### config.mk
export PLATFORM = sky130hd
export DESIGN_NAME = ir_fetch_queue
export DESIGN_NICKNAME = d
export VERILOG_FILES = /design/src/rtl/ir_pkg.sv /design/src/rtl/ir_field_decode.sv /design/src/rtl/ir_fetch_queue.sv
export SDC_FILE = /design/constraint.sdc
export NUM_CORES = 1
export LEC_CHECK = 0
export CAP_MARGIN = 20
export CORE_UTILIZATION = 40
export DETAILED_ROUTE_END_ITERATION = 16
export GPL_TIMING_DRIVEN = 0
export PLACE_DENSITY = 0.85
export SYNTH_ARGS = -nofsm -noshare
export SYNTH_HDL_FRONTEND = slang
export SYNTH_HIERARCHICAL = 1
export SYNTH_SLANG_ARGS = --single-unit
export TNS_END_PERCENT = 10
### constraint.sdc
create_clock -name clk -period 13.6 [get_ports clk]
set_clock_uncertainty 0.15 [all_clocks]
set_input_delay 1.36 -clock clk [delete_from_list [all_inputs] [get_ports clk]]
set_output_delay 1.36 -clock clk [all_outputs]
set_load 0.02 [all_outputs]
### src/rtl/ir_pkg.sv
// Shared definitions for the instruction-register path: MIPS opcode constants,
// instruction class encoding and the bit positions of every instruction field.
package ir_pkg;

    localparam logic [5:0] OP_RTYPE = 6'h00;
    localparam logic [5:0] OP_J     = 6'h02;
    localparam logic [5:0] OP_JAL   = 6'h03;

    typedef enum logic [1:0] {
        CLASS_R = 2'd0,
        CLASS_I = 2'd1,
        CLASS_J = 2'd2
    } instr_class_t;

    localparam int OPCODE_MSB = 31;
    localparam int OPCODE_LSB = 26;
    localparam int RS_MSB     = 25;
    localparam int RS_LSB     = 21;
    localparam int RT_MSB     = 20;
    localparam int RT_LSB     = 16;
    localparam int RD_MSB     = 15;
    localparam int RD_LSB     = 11;
    localparam int SHAMT_MSB  = 10;
    localparam int SHAMT_LSB  = 6;
    localparam int FUNC_MSB   = 5;
    localparam int FUNC_LSB   = 0;
    localparam int IMM_MSB    = 15;
    localparam int IMM_LSB    = 0;
    localparam int JT_MSB     = 25;
    localparam int JT_LSB     = 0;

    function automatic instr_class_t classify(input logic [5:0] opcode);
        instr_class_t cls;
        if (opcode == OP_RTYPE) begin
            cls = CLASS_R;
        end else if (opcode == OP_J || opcode == OP_JAL) begin
            cls = CLASS_J;
        end else begin
            cls = CLASS_I;
        end
        return cls;
    endfunction

endpackage

### src/rtl/ir_field_decode.sv
// Combinational MIPS field splitter; every output reads zero (a NOP) while the
// valid bit is low so downstream stages never see stale storage.
module ir_field_decode
    import ir_pkg::*;
(
    input  logic         valid,
    input  logic [31:0]  word,
    output logic [31:0]  instruction_word,
    output logic [5:0]   instruction_opcode,
    output logic [4:0]   rs,
    output logic [4:0]   rt,
    output logic [4:0]   rd,
    output logic [4:0]   shamt,
    output logic [5:0]   func_code,
    output logic [15:0]  alu_immediate,
    output logic [31:0]  imm_sext,
    output logic [25:0]  jump_target,
    output instr_class_t instr_class
);

    logic [31:0] w;

    assign w = valid ? word : 32'd0;

    assign instruction_word   = w;
    assign instruction_opcode = w[OPCODE_MSB:OPCODE_LSB];
    assign rs                 = w[RS_MSB:RS_LSB];
    assign rt                 = w[RT_MSB:RT_LSB];
    assign rd                 = w[RD_MSB:RD_LSB];
    assign shamt              = w[SHAMT_MSB:SHAMT_LSB];
    assign func_code          = w[FUNC_MSB:FUNC_LSB];
    assign alu_immediate      = w[IMM_MSB:IMM_LSB];
    assign imm_sext           = {{16{w[IMM_MSB]}}, w[IMM_MSB:IMM_LSB]};
    assign jump_target        = w[JT_MSB:JT_LSB];
    // A zeroed word has opcode 0, so the invalid case naturally reports CLASS_R (0).
    assign instr_class        = classify(w[OPCODE_MSB:OPCODE_LSB]);

endmodule

### src/rtl/ir_fetch_queue.sv
// Instruction register FIFO between bus fetch and decode: buffers DEPTH words
// with their PCs and presents the head entry pre-split into MIPS fields.
module ir_fetch_queue
    import ir_pkg::*;
#(
    parameter int DEPTH  = 2,
    parameter int ADDR_W = 32,
    parameter int CNT_W  = $clog2(DEPTH + 1)
) (
    input  logic              clk,
    input  logic              reset,
    input  logic              flush,
    input  logic              in_valid,
    input  logic [31:0]       in_instr,
    input  logic [ADDR_W-1:0] in_pc,
    output logic              in_ready,
    output logic              out_valid,
    input  logic              out_ready,
    output logic [ADDR_W-1:0] out_pc,
    output logic [31:0]       instruction_word,
    output logic [5:0]        instruction_opcode,
    output logic [4:0]        rs,
    output logic [4:0]        rt,
    output logic [4:0]        rd,
    output logic [4:0]        shamt,
    output logic [5:0]        func_code,
    output logic [15:0]       alu_immediate,
    output logic [31:0]       imm_sext,
    output logic [25:0]       jump_target,
    output logic [1:0]        instr_class,
    output logic [CNT_W-1:0]  count
);

    localparam int PTR_W = (DEPTH > 1) ? $clog2(DEPTH) : 1;

    // Handshake: a transfer happens on a rising edge where valid && ready are both
    // high; valid is never withdrawn by the queue, and ready does not depend on valid.
    logic [ADDR_W-1:0] pc_mem    [DEPTH];
    logic [31:0]       instr_mem [DEPTH];
    logic [PTR_W-1:0]  wr_ptr;
    logic [PTR_W-1:0]  rd_ptr;
    logic [CNT_W-1:0]  count_q;
    logic              push;
    logic              pop;
    instr_class_t      head_class;

    function automatic logic [PTR_W-1:0] next_ptr(input logic [PTR_W-1:0] ptr);
        logic [PTR_W-1:0] nxt;
        if (ptr == PTR_W'(DEPTH - 1)) begin
            nxt = '0;
        end else begin
            nxt = ptr + PTR_W'(1);
        end
        return nxt;
    endfunction

    assign in_ready  = (count_q != CNT_W'(DEPTH));
    assign out_valid = (count_q != '0);
    assign push      = in_valid && in_ready;
    assign pop       = out_valid && out_ready;
    assign count     = count_q;

    always_ff @(posedge clk) begin
        if (reset || flush) begin
            wr_ptr  <= '0;
            rd_ptr  <= '0;
            count_q <= '0;
        end else begin
            if (push) begin
                wr_ptr <= next_ptr(wr_ptr);
            end
            if (pop) begin
                rd_ptr <= next_ptr(rd_ptr);
            end
            case ({push, pop})
                2'b10:   count_q <= count_q + CNT_W'(1);
                2'b01:   count_q <= count_q - CNT_W'(1);
                default: count_q <= count_q;
            endcase
        end
    end

    // Storage is never cleared; only the pointers and count define what is valid.
    always_ff @(posedge clk) begin
        if (push && !reset && !flush) begin
            pc_mem[wr_ptr]    <= in_pc;
            instr_mem[wr_ptr] <= in_instr;
        end
    end

    assign out_pc = out_valid ? pc_mem[rd_ptr] : '0;

    ir_field_decode u_decode (
        .valid              (out_valid),
        .word               (instr_mem[rd_ptr]),
        .instruction_word   (instruction_word),
        .instruction_opcode (instruction_opcode),
        .rs                 (rs),
        .rt                 (rt),
        .rd                 (rd),
        .shamt              (shamt),
        .func_code          (func_code),
        .alu_immediate      (alu_immediate),
        .imm_sext           (imm_sext),
        .jump_target        (jump_target),
        .instr_class        (head_class)
    );

    assign instr_class = head_class;

endmodule

=== Word-level counts from Yosys, hierarchy flattened ===
Memory sizes are Yosys's and may differ from the RTL's. A register that Yosys moved wholly into a read port is not among the register bits.
Index checks and enable logic that the tools add are counted.

* Register bits after elaboration: 4
* Latch bits: 0
* RAM bits: 128
* Bits in read-only memories: 0
* Bits of input ports: 69
* Output and inout port bits: 176
* Word-level logic and storage cells: 38
* Memories: 2

{| class="wikitable"
|+ Memories
! memory !! depth !! width !! rd ports !! clocked after Yosys merged registers in !! wr ports !! RTL line !! source
|-
| instr_mem || 2 || 32 || 1 || 1 || 1 || ir_fetch_queue.sv:39 || <nowiki>logic [31:0] instr_mem [DEPTH];</nowiki>
|-
| pc_mem || 2 || 32 || 1 || 1 || 1 || ir_fetch_queue.sv:38 || <nowiki>logic [ADDR_W-1:0] pc_mem [DEPTH];</nowiki>
|}

* Add/subtract/negate cells: 4
* Multipliers: 0
* Divide/modulo/power cells: 0
* $lt $le $gt $ge: 0
* Equality and inequality tests: 5
* Shifts and indexed selects: 0
* Multiplexer cells: 13
* Bitwise logic cells: 0
* Reduce and logical (&&, ||, !) cells: 11

{| class="wikitable"
|+ Operator list
! kind !! number
|-
| 2-to-1 mux 32 bit || 2
|-
| == test 6 x 2 -> 1 bit, second input constant || 2
|-
| 2-to-1 mux 1 bit || 8
|-
| zero test 6 bit || 1
|-
| logical AND 1 bit || 4
|-
| 2-to-1 mux 2 bit || 2
|-
| case mux 2 bit (2 select lines) || 1
|-
| nonzero test 2 bit || 2
|-
| adder 1 bit, second input constant || 2
|-
| adder 2 x 1 -> 2 bit, second input constant || 1
|-
| == test 2 x 1 -> 1 bit, second input constant || 1
|-
| == test 2 bit, second input constant || 1
|-
| zero test 1 bit || 2
|-
| logical OR 1 bit || 2
|-
| inequality test 2 bit, second input constant || 1
|-
| subtractor 2 x 1 -> 2 bit, second input constant || 1
|}

=== Logic depth before layout (Yosys ltp) ===
* Depth in word-level cells: 6
* Depth in mapped cells: 6

=== Modules after synthesis ===
Netlist, hierarchy kept.

{| class="wikitable"
|+ Modules (own cells, without submodules)
! module !! instances !! cells an instance !! area each (sq um)
|-
| ir_fetch_queue || 1 || 263 || 4936.0
|-
| ir_field_decode || 1 || 145 || 1041.0
|}

=== Least setup slack after synthesis ===
Ideal clock, no wire load.

* Path kind: in2reg
* Start point: input port reset
* End point: memory instr_mem[0][0] (enable)
* Library setup time: 565 ps
* Arrival time: 6154 ps
* Data required time: 12885 ps
* Path slack: 6732 ps
* Cell stages on the path: 3
* Path buffers: 1
* Path through: or2_2 > clkbuf_1 > nor3_1

* Word-level cells in the longest chain between the ends: 5

{| class="wikitable"
|+ Ends and longest elaborated chain
! what !! RTL line !! source
|-
| from (decl) || ir_fetch_queue.sv:11 || <nowiki>input logic reset,</nowiki>
|-
| zero test 1 bit || ir_fetch_queue.sv:85 || <nowiki>if (push && !reset && !flush) begin</nowiki>
|-
| logical AND 1 bit (2 in series) || ir_fetch_queue.sv:85 ||
|-
| 2-to-1 mux 1 bit || ir_fetch_queue.sv:85 ||
|-
| 2-to-1 mux 1 bit (implied by the code) || ir_fetch_queue.sv:87 || <nowiki>instr_mem[wr_ptr] <= in_instr;</nowiki>
|-
| to (decl) || ir_fetch_queue.sv:39 ||
|}

No other way between the ends.

=== Worst setup path in the final report ===
* Start point: register count_q[0], in the netlist count[0]
* End point: output port imm_sext[23]

* Word-level cells in the longest chain between the ends: 2

{| class="wikitable"
|+ Ends and longest elaborated chain
! what !! RTL line !! source
|-
| from (decl) || ir_fetch_queue.sv:42 || <nowiki>logic [CNT_W-1:0] count_q;</nowiki>
|-
| from (signal assigned) || ir_fetch_queue.sv:76 || <nowiki>2'b10: count_q <= count_q + CNT_W'(1);</nowiki>
|-
| from (signal assigned) || ir_fetch_queue.sv:77 || <nowiki>2'b01: count_q <= count_q - CNT_W'(1);</nowiki>
|-
| from (signal assigned) || ir_fetch_queue.sv:78 || <nowiki>default: count_q <= count_q;</nowiki>
|-
| nonzero test 2 bit || ir_fetch_queue.sv:58 || <nowiki>assign out_valid = (count_q != '0);</nowiki>
|-
| 2-to-1 mux 32 bit || ir_field_decode.sv:23 || <nowiki>assign w = valid ? word : 32'd0;</nowiki>
|-
| to (decl) || ir_fetch_queue.sv:28 || <nowiki>output logic [31:0] imm_sext,</nowiki>
|}

No other way between the ends.

==> out/metrics.cfg <==
[hold_path]
worst_hold_path_type = reg2reg

[routing]
vias = 3964
post_drt_wl_per_cell_um = 15.3
via_per_inst = 4.50
remaining_drc_errors = 0
ant_nets = 0
firstDrtPassIters = 5
drtIter0Drc = 141
routed_wl_um = 13500

[worst_setup_path]
worstSetupPathType = reg2out
worstPathRequired_ns = 12.09
path_max_fanout = 21
arrival_ns = 3.15
worstSetupEndpointType = output port
crit_path_start_kind = register

[clock_network]
cts_buffer_depth = 2
cts-hold-fix-buffers = 0
cts_inserted_buffers = 17
cts_resized = 0
insertion_delay_ns = 0.41
clk_pin_slew_ns = 0.06
ctsHtreeMaxLevel = 4
cts_root_buf = clkbuf_16
cts_tree = done
cts_sinks = 133
post_cts_buffers = 0

[logic_synthesis]
postSynthCellCount = 408
yosysTopAreaCell = edfxtp_1
synth.top_cell.area_share = 0.643
ys_types = 24
synthAdderAreaFrac = 0.00209
synth_area_per_cell_um2 = 14.6
synth-seq-cells = 133
synthSimpleGateAreaFrac = 0.0632
synth_top_family_by_area = buffers and inverters
seq_area_frac_synth = 0.660
synth-compound-area-share = 0.00816
syn_area_mm2 = 0.00598
synth.area.top_cells = edfxtp_1 64%, buf_4 14%, mux2_2 6.0%
synthesis.nets = 478
yosys_warnings = 6
synth_xor_area_frac = 0.00440
synthMuxAreaShare = 0.114

[power_and_ir_drop]
irDropWorstVdd_mv = 0.0816
total_leakage_power_uw = 0.00347
p_per_area_mw_per_mm2 = 117

[die]
io_pins = 245
fp.dieH_um = 124
rows = 44
start_util = 0.411
die_x_um = 124
coreArea_mm2 = 0.0145
die_area_mm2 = 0.0154

[sta]
slew_viol_final = 0
setup_ws_ns = 8.94
maxSlewHeadroom = 0.553
min_period_ns = 4.66
finalSetupTns_ns = 0
fmax_ghz = 0.215
holdWs_ns = 0.382
setup_viol = 0
min_period_over_period = 0.342
rsz0062_at_grt = no
worstMarginPinSlew_ns = 0.671
hold_viol = 0

[global_routing]
grt_pass1_vias = 4037
grt_max_degree = 22
antenna_found_initial = 0
grt_pass1_wl_um = 21000
globalRouteTotalUtil = 0.180
grt-ovfl-total = 0

[final_layout]
fillerInstances = 1042
most-common-layout-cells = 244 x clkdlybuf4s50_1, 128 x edfxtp_1, 111 x buf_4
layout.nets = 753
design_area_mm2 = 0.00939
area_growth_pct = 57.1
antenna_cells = 0
mostFrequentLayoutCell = clkdlybuf4s50_1
drive_gt1_frac = 0.284

[placement]
portBuffers = 244
post-place-ws_ns = 9.36
hpwl_um = 10100
placed_area_mm2 = 0.00879
gp_congestion = 0.719

[outcome]
outcome = finished clean

[flow_run]
cap_violations = 0

cell families (layout without fill, tap and decap cells):
family,after synthesis,in the layout
AO/OA/AOI/OAI,7,7
XOR/XNOR,3,3
adder cells (fa/ha/maj),1,1
buffers and inverters,124,412
flip-flops,133,133
multiplexers,64,64
AND/OR/NAND/NOR,76,76
per-stage QoR:
stage,total power [uW],cells,utilization
after floorplan,558,408,-
after global placement,642,836,0.595
after detailed placement,647,848,0.605
after CTS,1110,880,0.646
after global routing,1140,880,0.646
final,1100,880,0.646
cells in the mapped netlist:
| cell type | instances |
|---|---|
| edfxtp_1 | 128 |
| buf_4 | 109 |
| nor2_1 | 36 |
| mux2_2 | 32 |
| mux2i_1 | 32 |
| and2_1 | 31 |
| buf_2 | 10 |
| dfxtp_1 | 5 |
| inv_1 | 4 |
| o21ai_0 | 3 |
| a21oi_1 | 2 |
| nand2_1 | 2 |
| nor3_1 | 2 |
| xor2_1 | 2 |
| a21o_1 | 1 |
| and2_2 | 1 |
| clkbuf_1 | 1 |
| ha_1 | 1 |
| nand2b_1 | 1 |
| nand3_1 | 1 |
| o41ai_2 | 1 |
| or2_2 | 1 |
| or3_1 | 1 |
| xnor2_1 | 1 |
registers in the layout, summed over array words and instances, names as in the netlist, named ones only:
| name | cells |
|---|---|
| wr_ptr | 1 |
| pc_mem | 64 |
| rd_ptr | 1 |
| count | 2 |
| instr_mem | 64 |
cell type report:
type	count	area (um^2)	area share
sequential	133	3940	0.420
timing repair buffer	256	2570	0.274
multi-input combinational	151	1160	0.123
buffer	120	872	0.0929
clock buffer	17	425	0.0453
tap	184	230	0.0245
clock inverter	15	179	0.0191
inverter	4	15.0	0.00160
worst max-delay path, stage by stage, from the launching register on:
cell	delay (ns)
dfxtp_1	0.44
nor2_1	0.17
buf_2	0.23
inv_1	0.22
buf_2	0.24
and2_1	0.59
buf_4	0.22
clkdlybuf4s50_1	0.61
metal layers:
| layer | share of wire | vias to the layer above | track usage |
|---|---|---|---|
| met5 | 0 | - | 0 |
| met4 | 0.013 | 0 | 0.0638 |
| met3 | 0.061 | 14 | 0.0647 |
| met2 | 0.55 | 164 | 0.336 |
| met1 | 0.38 | 1905 | 0.180 |
| li1 | - | 1881 | - |
power by group:
| group | leakage, uW | internal [uW] | switching, uW |
|---|---|---|---|
| clock network | 0.000289 | 289 | 174 |
| logic | 0.00198 | 95.8 | 81.3 |
| registers | 0.00120 | 458 | 2.27 |
| total | 0.00347 | 843 | 257 |
path summary, 6_finish.rpt:
path / slack [ns] / depth (start not counted) / from / end
min reg2reg: 0.38 / 2 / rd_ptr$_SDFFE_PP0P_ / register
max reg2reg: 11.21 / 6 / count[0]$_SDFFE_PP0P_ / instr_mem[0][22]$_DFFE_PP_
max: 8.94 / 7 / count[0]$_SDFFE_PP0P_ / imm_sext[23]
min: 0.38 / 2 / rd_ptr$_SDFFE_PP0P_ / register
Power figures use the tool's default switching activity.
